**src/rtl/seq_scan_ctrl.sv**
```systemverilog
// rtl/seq_scan_ctrl.sv - serial scan controller with overlapping pattern detect.
// Words are shifted out MSB-first; the detect window persists across word boundaries.
module seq_scan_ctrl #(
  parameter int                WORD_W  = 8,
  parameter int                PAT_W   = 3,
  parameter int                CNT_W   = 8,
  parameter logic [PAT_W-1:0]  PAT_RST = 3'b101
) (
  input  logic              clk,
  input  logic              rst,
  input  logic              s_valid,
  output logic              s_ready,
  input  logic [WORD_W-1:0] s_data,
  input  logic              cfg_we,
  input  logic [PAT_W-1:0]  cfg_pattern,
  input  logic              clr,
  output logic              bit_out,
  output logic              bit_valid,
  output logic              match,
  output logic [CNT_W-1:0]  match_cnt,
  output logic              done,
  output logic [1:0]        state_out
);

  localparam int IDX_W  = (WORD_W > 1) ? $clog2(WORD_W) : 1;
  localparam int FILL_W = $clog2(PAT_W + 1);

  typedef enum logic [1:0] {
    IDLE    = 2'b00,
    SHIFT   = 2'b01,
    REPORT  = 2'b10,
    ILLEGAL = 2'b11
  } state_t;

  state_t             state, state_nxt;
  logic [WORD_W-1:0]  shreg;
  logic [IDX_W-1:0]   bit_idx;
  logic [PAT_W-1:0]   window, pattern, win_nxt;
  logic [FILL_W-1:0]  fill, fill_nxt;
  logic               accept, shifting, hit;

  assign accept   = (state == IDLE) && s_valid;
  assign shifting = (state == SHIFT);

  // Window/fill as they will be after the current bit is absorbed
  assign win_nxt  = {window[PAT_W-2:0], shreg[WORD_W-1]};
  assign fill_nxt = (fill == FILL_W'(PAT_W)) ? fill : fill + FILL_W'(1);
  assign hit      = (win_nxt == pattern) && (fill_nxt == FILL_W'(PAT_W));

  always_ff @(posedge clk or negedge rst) begin
    if (!rst) state <= IDLE;
    else      state <= state_nxt;
  end

  always_comb begin
    state_nxt = state;
    case (state)
      IDLE:    if (s_valid) state_nxt = SHIFT;
      SHIFT:   if (bit_idx == '0) state_nxt = REPORT;
      REPORT:  state_nxt = IDLE;
      default: state_nxt = IDLE;
    endcase
  end

  always_comb begin
    s_ready   = (state == IDLE);
    bit_valid = (state == SHIFT);
    done      = (state == REPORT);
    bit_out   = shreg[WORD_W-1];
    state_out = state;
  end

  always_ff @(posedge clk or negedge rst) begin
    if (!rst) begin
      shreg   <= '0;
      bit_idx <= '0;
    end else if (accept) begin
      shreg   <= s_data;
      bit_idx <= IDX_W'(WORD_W - 1);
    end else if (shifting) begin
      shreg   <= shreg << 1;
      bit_idx <= bit_idx - IDX_W'(1);
    end
  end

  // Detection datapath; clr wins over both the window update and the count
  always_ff @(posedge clk or negedge rst) begin
    if (!rst) begin
      window    <= '0;
      fill      <= '0;
      pattern   <= PAT_RST;
      match     <= 1'b0;
      match_cnt <= '0;
    end else begin
      if (state == IDLE && cfg_we) pattern <= cfg_pattern;
      if (clr) begin
        window    <= '0;
        fill      <= '0;
        match     <= 1'b0;
        match_cnt <= '0;
      end else if (shifting) begin
        window <= win_nxt;
        fill   <= fill_nxt;
        match  <= hit;
        if (hit && match_cnt != '1) match_cnt <= match_cnt + CNT_W'(1);
      end else begin
        match <= 1'b0;
        if (state == IDLE && cfg_we) begin
          window <= '0;
          fill   <= '0;
        end
      end
    end
  end

endmodule

```
**config.mk**
```make
export PLATFORM = sky130hd
export DESIGN_NAME = seq_scan_ctrl
export DESIGN_NICKNAME = d
export VERILOG_FILES = /design/src/rtl/seq_scan_ctrl.sv
export SDC_FILE = /design/constraint.sdc
export NUM_CORES = 1
export LEC_CHECK = 0
export ABC_CLOCK_PERIOD_IN_PS = 3200
export CAP_MARGIN = 0
export CORE_UTILIZATION = 45
export DETAILED_ROUTE_END_ITERATION = 12
export HOLD_SLACK_MARGIN = 0.08
export PLACE_DENSITY = 0.78
export RECOVER_POWER = 100
export SYNTH_ARGS = -nofsm -noshare
export SYNTH_HDL_FRONTEND = slang
export SYNTH_SLANG_ARGS = --single-unit
```
**constraint.sdc**
```tcl
create_clock -name clk -period 3.2 [get_ports clk]
set_input_delay 0.96 -clock clk [delete_from_list [all_inputs] [get_ports clk]]
set_output_delay 0.96 -clock clk [all_outputs]
set_load 0.05 [all_outputs]
```
## After elaboration in Yosys (flattened, before gate mapping)

Cells that the tools add are included.

- Register bits after elaboration: 29
- Bits of input ports: 16
- Output and inout port bits: 15
- Logic and storage cells: 50

- $add $sub $neg: 3
- Equality and inequality tests: 8
- Mux-type cells: 19
- Reduce and logical (&&, ||, !) cells: 12

Operators with widths:

| operator | number |
|---|---|
| $mux 8 | 5 |
| $mux 2 | 9 |
| $add 8x1->8 const B | 1 |
| $ne 8x8->1 const B | 1 |
| $eq 2x2->1 const B | 3 |
| $mux 3 | 2 |
| $reduce_bool 2->1 | 3 |
| $logic_and 1x1->1 | 4 |
| $pmux 2 s2 | 1 |
| $reduce_and 2->1 | 2 |
| $eq 3x3->1 | 1 |
| $logic_not 3->1 | 1 |
| $reduce_bool 3->1 | 1 |
| $sub 3x1->3 const B | 1 |
| $add 2x1->2 const B | 1 |
| $eq 2x1->1 const B | 1 |
| $logic_not 2->1 | 1 |
| $mux 1 | 2 |
| $ne 2x1->1 const B | 1 |
| $ne 2x2->1 const B | 1 |

## Depth between registers and ports, before layout

Gate-level depths: netlist (run 1).

- Word-level depth: 8
- Depth in mapped cells: 6
- Depth with buffers taken out: 5

## Worst setup path after synthesis (run 1)

OpenSTA, ideal clock, no wires.

- Path type: register to output
- Start point: register state[1] (netlist: state_out[1])
- End point: output done
- Data arrival time: 1.828 ns
- Required time: 2.240 ns
- Slack: 0.412 ns
- Cell stages (with the launch flop): 4
- Buffers on the path: 2
- Cells stage by stage: dfrtp_1 > buf_6 > clkbuf_1 > nor2b_1

- Longest elaborated chain between the ends: 1

Ends and longest elaborated chain:

| what | line | source |
|---|---|---|
| start: declaration | 35 | `state_t state, state_nxt;` |
| start signal: assignment | 52 | `else state <= state_nxt;` |
| $eq 2x2->1 | 68 | `done = (state == REPORT);` |
| end: declaration | 21 | `output logic done,` |

No other way between the ends.

## Final worst setup path (run 1)

- Start point: register state[0] (netlist: state_out[0])
- End point: output done

Same word-level chain as after synthesis.

==> results of run 1 <==
[how the worst min path moves through the flow]
stage | startpoint | endpoint | slack (ps) | cells past startpoint
final | bit_idx[0] | bit_idx[0] | 470 | 1
after global routing | bit_idx[0] | bit_idx[0] | 490 | 1
after CTS | bit_idx[0] | bit_idx[0] | 470 | 1
after detailed placement | bit_idx[0] | bit_idx[0] | 460 | 1
after global placement | bit_idx[0] | bit_idx[0] | 450 | 1
after floorplan | bit_idx[0] | bit_idx[0] | 440 | 1
[worst register-to-register path, cell delays in order (launching register included)]
cell     delay, ps
dfrtp_1        640
and3b_2        250
nand4_1        450
or4_1          670
a21oi_1        160
[power groups by stage]
stage / Sequential, mW / Combinational (mW) / Clock, mW
floorplan: 0.609 / 0.335 / 0
global placement: 0.577 / 0.514 / 0
detailed placement: 0.585 / 0.536 / 0
CTS: 0.579 / 0.538 / 0.216
global route: 0.595 / 0.521 / 0.227
finish: 0.578 / 0.475 / 0.206
[final cells by class]
type                    count  area [um2]
fillers                   302        1256
inverters                   6       22.52
repair buffers             33       309.0
flip-flops and latches     29       728.2
well taps                  44       55.05
clock buffers               8       48.80
multi-input cells         108       683.2
[registers in the layout, indices dropped and copies added (netlist names)]
name	count
shreg	8
bit_idx	3
pattern	3
match	1
state_out	2
window	2
fill	2
match_cnt	8
[layer usage]
metal,track usage (%),vias up,wire length (um)
met5,0,-,0
met4,7.143,0,47
met3,6.114,6,157
met1,24.19,618,1349
li1,-,608,-
met2,35.31,39,1548
[cell families (layout without fill, tap and decap cells)]
kind of cell / Yosys count / count (layout) / share of synthesized area, %
AND/OR/NAND/NOR: 50 / 50 / 20.47
AO/OA/AOI/OAI: 48 / 48 / 19.29
flip-flops: 29 / 29 / 49.03
buffers and inverters: 13 / 47 / 3.959
multiplexers: 4 / 4 / 2.948
adder cells (fa/ha/maj): 3 / 3 / 2.528
XOR/XNOR: 3 / 3 / 1.769
[synthesized netlist by cell type (3+ instances only)]
cell type / n / area [um2]
clkbuf_1: 4 / 15.01
a21oi_1: 18 / 90.09
xnor2_1: 3 / 26.28
nand3_1: 3 / 15.01
a22oi_1: 9 / 67.56
inv_1: 6 / 22.52
o31ai_1: 4 / 30.03
nand2_1: 6 / 22.52
nand2b_1: 4 / 25.02
or4_1: 4 / 30.03
nor2b_1: 12 / 75.07
ha_1: 3 / 37.54
o21ai_0: 12 / 60.06
nor2_1: 12 / 45.04
mux2_2: 3 / 33.78
dfrtp_1: 27 / 675.7
[metrics by stage]
stage	hold slack, ps	instance area [um2]	std cells	utilization (%)	total power [mW]
final	470.9	1847	228	59.52	1.259
after detailed placement	460.4	1837	220	59.19	1.121
after CTS	472.4	1886	228	60.77	1.333
after global routing	485.7	1847	228	59.52	1.344
after floorplan	439.6	1485	150	-	0.9443
after global placement	451.2	1837	220	59.19	1.091
==> results_dict.tcl, run 1 <==
set metrics [dict create \
    outcome "finished, violations left" \
    violations "capacitance limit, slew limit" \
    hold_path_class "reg2reg" \
    cp-start-kind "flop" \
    pwr-share-seq_pct 45.9 \
    power_switching_mw 0.4962 \
    initial_utilization_pct 47.86 \
    overflow 0 \
    r2r_cells 4 \
    cts_tree "yes" \
    synth_seq_cells 29 \
    synth_flop_cell "dfrtp_1" \
    power.density_nw_per_um2 681.8 \
    cp.depth 2 \
    h-tree-depth 2 \
    r2r_setup_slack_ps 950 \
    synth_nets 169 \
    globalplace.congestion 0.8218 \
    tightestPinTransition_ps 1564 \
    cpPeakStageDelay_ps 880 \
    clkPwrFrac_pct 16.3 \
    wirelength_um 3103 \
    drt.antenna.violating_nets 0 \
    die-area_um2 3534 \
    cp_slowest_cell "dlygate4sd3_1" \
    first_iter_violations 68 \
    drv_slew 30 \
    post_drt_wl_per_cell_um 13.61 \
    synth_cell_types 32 \
    grt_max_degree 30 \
    die_w_um 59.45 \
    rr_startpoint "state_out[0]" \
    vdd_drop_max_mv 0.4822 \
    postCtsSetupBuffers 0 \
    grt_pass1_vias 1190 \
    relSlewSlack_pct -4.293 \
    required_ps 2240 \
    rsz0062_at_grt "no" \
    max_freq_ghz 0.3472 \
    drcViolationCount 0 \
    vias 1271 \
    crit_start "state_out[0]" \
    cts_buffers 5 \
    cts.sinks 29 \
    layout_common_cells "27 x dfrtp_1, 18 x a21oi_1, 18 x dlygate4sd3_1" \
    die_h_um 59.45 \
    crit_chain "nor2b_1 > dlygate4sd3_1" \
    root_buffer "clkbuf_4" \
    cp.arrival_ps 1920 \
    pre_cts_ws_ps 628.0 \
    syn_area_um2 1485 \
    p_int_mw 0.7629 \
    synthCells 150 \
    period_minus_slack_ps 2880 \
    async_reset_ff_share_pct 100.0 \
    ys_seq_area_share_pct 49.03 \
    io_buffers 30 \
    design.core.area_um2 3103 \
    cp_top_family "buffers and inverters" \
    hpwl_um 2141 \
    diodes 0 \
    drt_first_pass_iters 4 \
    vias_per_cell 5.575 \
    hold_viol_final 0 \
    nNetsFinal 202 \
    insertion_delay_ps 320 \
    io_pins 31 \
    clk_pin_slew_ps 90 \
    ctsHoldBuffers 0 \
    critPathMaxFanout 18 \
    path_buf_inv 1 \
    grt_use_total_pct 20.52 \
    cellLeakagePower_nw 0.7964 \
    cts_resized 0 \
    setup_ws_ps 319.6 \
    clockBufferDepth 2 \
    drv_cap 1 \
    worst_setup_path_end_kind "output pin" \
    layout_commonest_cell "dfrtp_1" \
    combPwrFrac_pct 37.7 \
    min_period_over_period_pct 90.01 \
    num_rows 20 \
    synth-edff-count 0 \
    grt_pass1_wl_um 5292 \
    synthToLayoutAreaGrowth_pct 24.35 \
    path_class "reg2out" \
    avgSynthCellArea_um2 9.901 \
    r2r-end "match_cnt[3]" \
    setup_tns_ps 0 \
    ys.warnings.count 0 \
    crit_path_end "done" \
    finalClockSkew_ps 4.754 \
    netSwitchingFraction_pct 39.41 \
    antenna_found_initial 0 \
    final_layout_size_suffix_gt1_share_pct 7.065 \
    final-setup-viol-count 0 \
]
Note: power is estimated with default switching activity, not from simulation.
==> run 2: changes to the inputs <==
- ABC_CLOCK_PERIOD_IN_PS: 3200 -> 2500
- PLACE_DENSITY: 0.78 -> 0.81
- clock period: 3.2 -> 2.5 ns (I/O delays scaled with it)
==> run 2 against run 1 <==
Against the previous run:
- cell count is 0.44% higher
- power is 33% higher
- die area stayed put
- register-to-register slack worse by 620 ps
- the run still ends with capacitance limit, slew limit left
- clock skew is 9.9 ps higher
- hold slack better by 7.6 ps
- highest routed layer unchanged
==> results_dict.tcl, run 2 (same netlist as run 1, synthesis figures left out) <==
set metrics [dict create \
    relSlewSlack_pct -0.02333 \
    finalClockSkew_ps 14.69 \
    final-setup-viol-count 0 \
    largestRegisters "match_cnt: 8 flops, shreg: 8 flops" \
    die_w_um 59.45 \
    cp_top_family "buffers and inverters" \
    placed_cells 221 \
    setup_tns_ps 0 \
    die-area_um2 3534 \
    grt_pass1_vias 1171 \
    critPathMaxFanout 7 \
    clockBufferDepth 2 \
    synthToLayoutAreaGrowth_pct 24.01 \
    h-tree-depth 2 \
    ctsHoldBuffers 0 \
    stdcell_area_um2 1842 \
    crit_start "match_cnt[0]" \
    root_buffer "clkbuf_4" \
    placed_area_um2 1837 \
    vias 1277 \
    grt_max_degree 30 \
    grt_pass1_wl_um 5168 \
    initial_utilization_pct 47.86 \
    hpwl_um 2132 \
    tightestPinTransition_ps 1500 \
    drv_cap 1 \
    io_buffers 30 \
    num_rows 20 \
    period_minus_slack_ps 2400 \
    cts_resized 0 \
    hold_path_class "reg2reg" \
    cp-start-kind "flop" \
    design.core.area_um2 3103 \
    diodes 0 \
    cts.sinks 29 \
    clk_pin_slew_ps 100 \
    drv_slew 29 \
    drt_first_pass_iters 4 \
    worst_setup_path_end_kind "output pin" \
    antenna_found_initial 0 \
    rr_startpoint "match_cnt[0]" \
    io_pins 31 \
    max_freq_ghz 0.4166 \
    globalplace.congestion 0.7779 \
    rsz0062_at_grt "no" \
    drt.antenna.violating_nets 0 \
    wirelength_um 3038 \
    required_ps 1750 \
    vias_per_cell 5.576 \
    cts_buffers 5 \
    postCtsSetupBuffers 0 \
    post_drt_wl_per_cell_um 13.27 \
    power.density_nw_per_um2 906.3 \
    outcome "finished, violations left" \
    cpPeakStageDelay_ps 840 \
    final_layout_size_suffix_gt1_share_pct 9.730 \
    path_class "reg2out" \
    violations "capacitance limit, slew limit" \
    path_buf_inv 1 \
    cp_slowest_cell "clkdlybuf4s50_1" \
    cts_tree "yes" \
    min_from "bit_idx[0]" \
    min_period_over_period_pct 96.02 \
    insertion_delay_ps 330 \
    drcViolationCount 0 \
    die_h_um 59.45 \
    cellLeakagePower_nw 0.7729 \
    cp.arrival_ps 1650 \
    final_cells 229 \
    grt_use_total_pct 20.26 \
    nNetsFinal 203 \
    layout_commonest_cell "dfrtp_1" \
    layout_common_cells "27 x dfrtp_1, 18 x a21oi_1, 15 x clkdlybuf4s50_1, 12 x nor2_1, 12 x o21ai_0" \
    overflow 0 \
    crit_chain "clkdlybuf4s50_1" \
    first_iter_violations 90 \
    hold_viol_final 0 \
    vdd_drop_max_mv 0.4908 \
]
## run 2: changes by cell type in the layout (fill, tap and decap cells not counted), sizes merged
cell and change:
clkbuf +5, clkdlybuf4s50 +4, dlygate4sd3 -8
## run 2: area by class of cell
type / instances / area, um2
inverter: 6 / 22.52
timing repair buffer: 34 / 292.8
clock buffer: 8 / 58.81
fill: 310 / 1261
multi-input combinational: 108 / 684.4
tap: 44 / 55.05
sequential: 29 / 728.2
## run 2: routing by layer
| metal | up-vias | part of all wire, % | track usage (%) |
|---|---|---|---|
| li1 | 605 | - | - |
| met1 | 613 | 42 | 23.86 |
| met2 | 53 | 50 | 34.51 |
| met3 | 6 | 6.1 | 5.895 |
| met4 | 0 | 1.8 | 8.163 |
| met5 | - | 0 | 0 |
## run 2: stage by stage
stage	utilization (%)	power (mW)	hold WS, ps	setup WS [ps]
floorplan	-	1.210	439.6	134.5
global placement	59.19	1.397	449.8	479.0
detailed placement	59.19	1.438	471.7	456.1
CTS	61.09	1.741	484.3	87.28
global route	59.35	1.786	502.2	21.80
finish	59.35	1.669	478.5	99.62
## run 2: path summary, 6_finish.rpt
kind / cells past startpoint / to / slack [ps]
min: 1 / bit_idx[0] / 480
max in group asynchronous: 2 / pattern[1] / 380
min reg2reg: 1 / bit_idx[0] / 480
min in group asynchronous: 2 / match_cnt[3] / 1220
max: 1 / match_cnt[0] / 100
max reg2reg: 5 / match_cnt[2] / 330
## run 2: power breakdown
part / switching (mW) / internal, mW / total [mW]
registers: 0.124 / 0.616 / 0.739
clock network: 0.157 / 0.139 / 0.296
logic: 0.385 / 0.249 / 0.634
total: 0.666 / 1.00 / 1.67
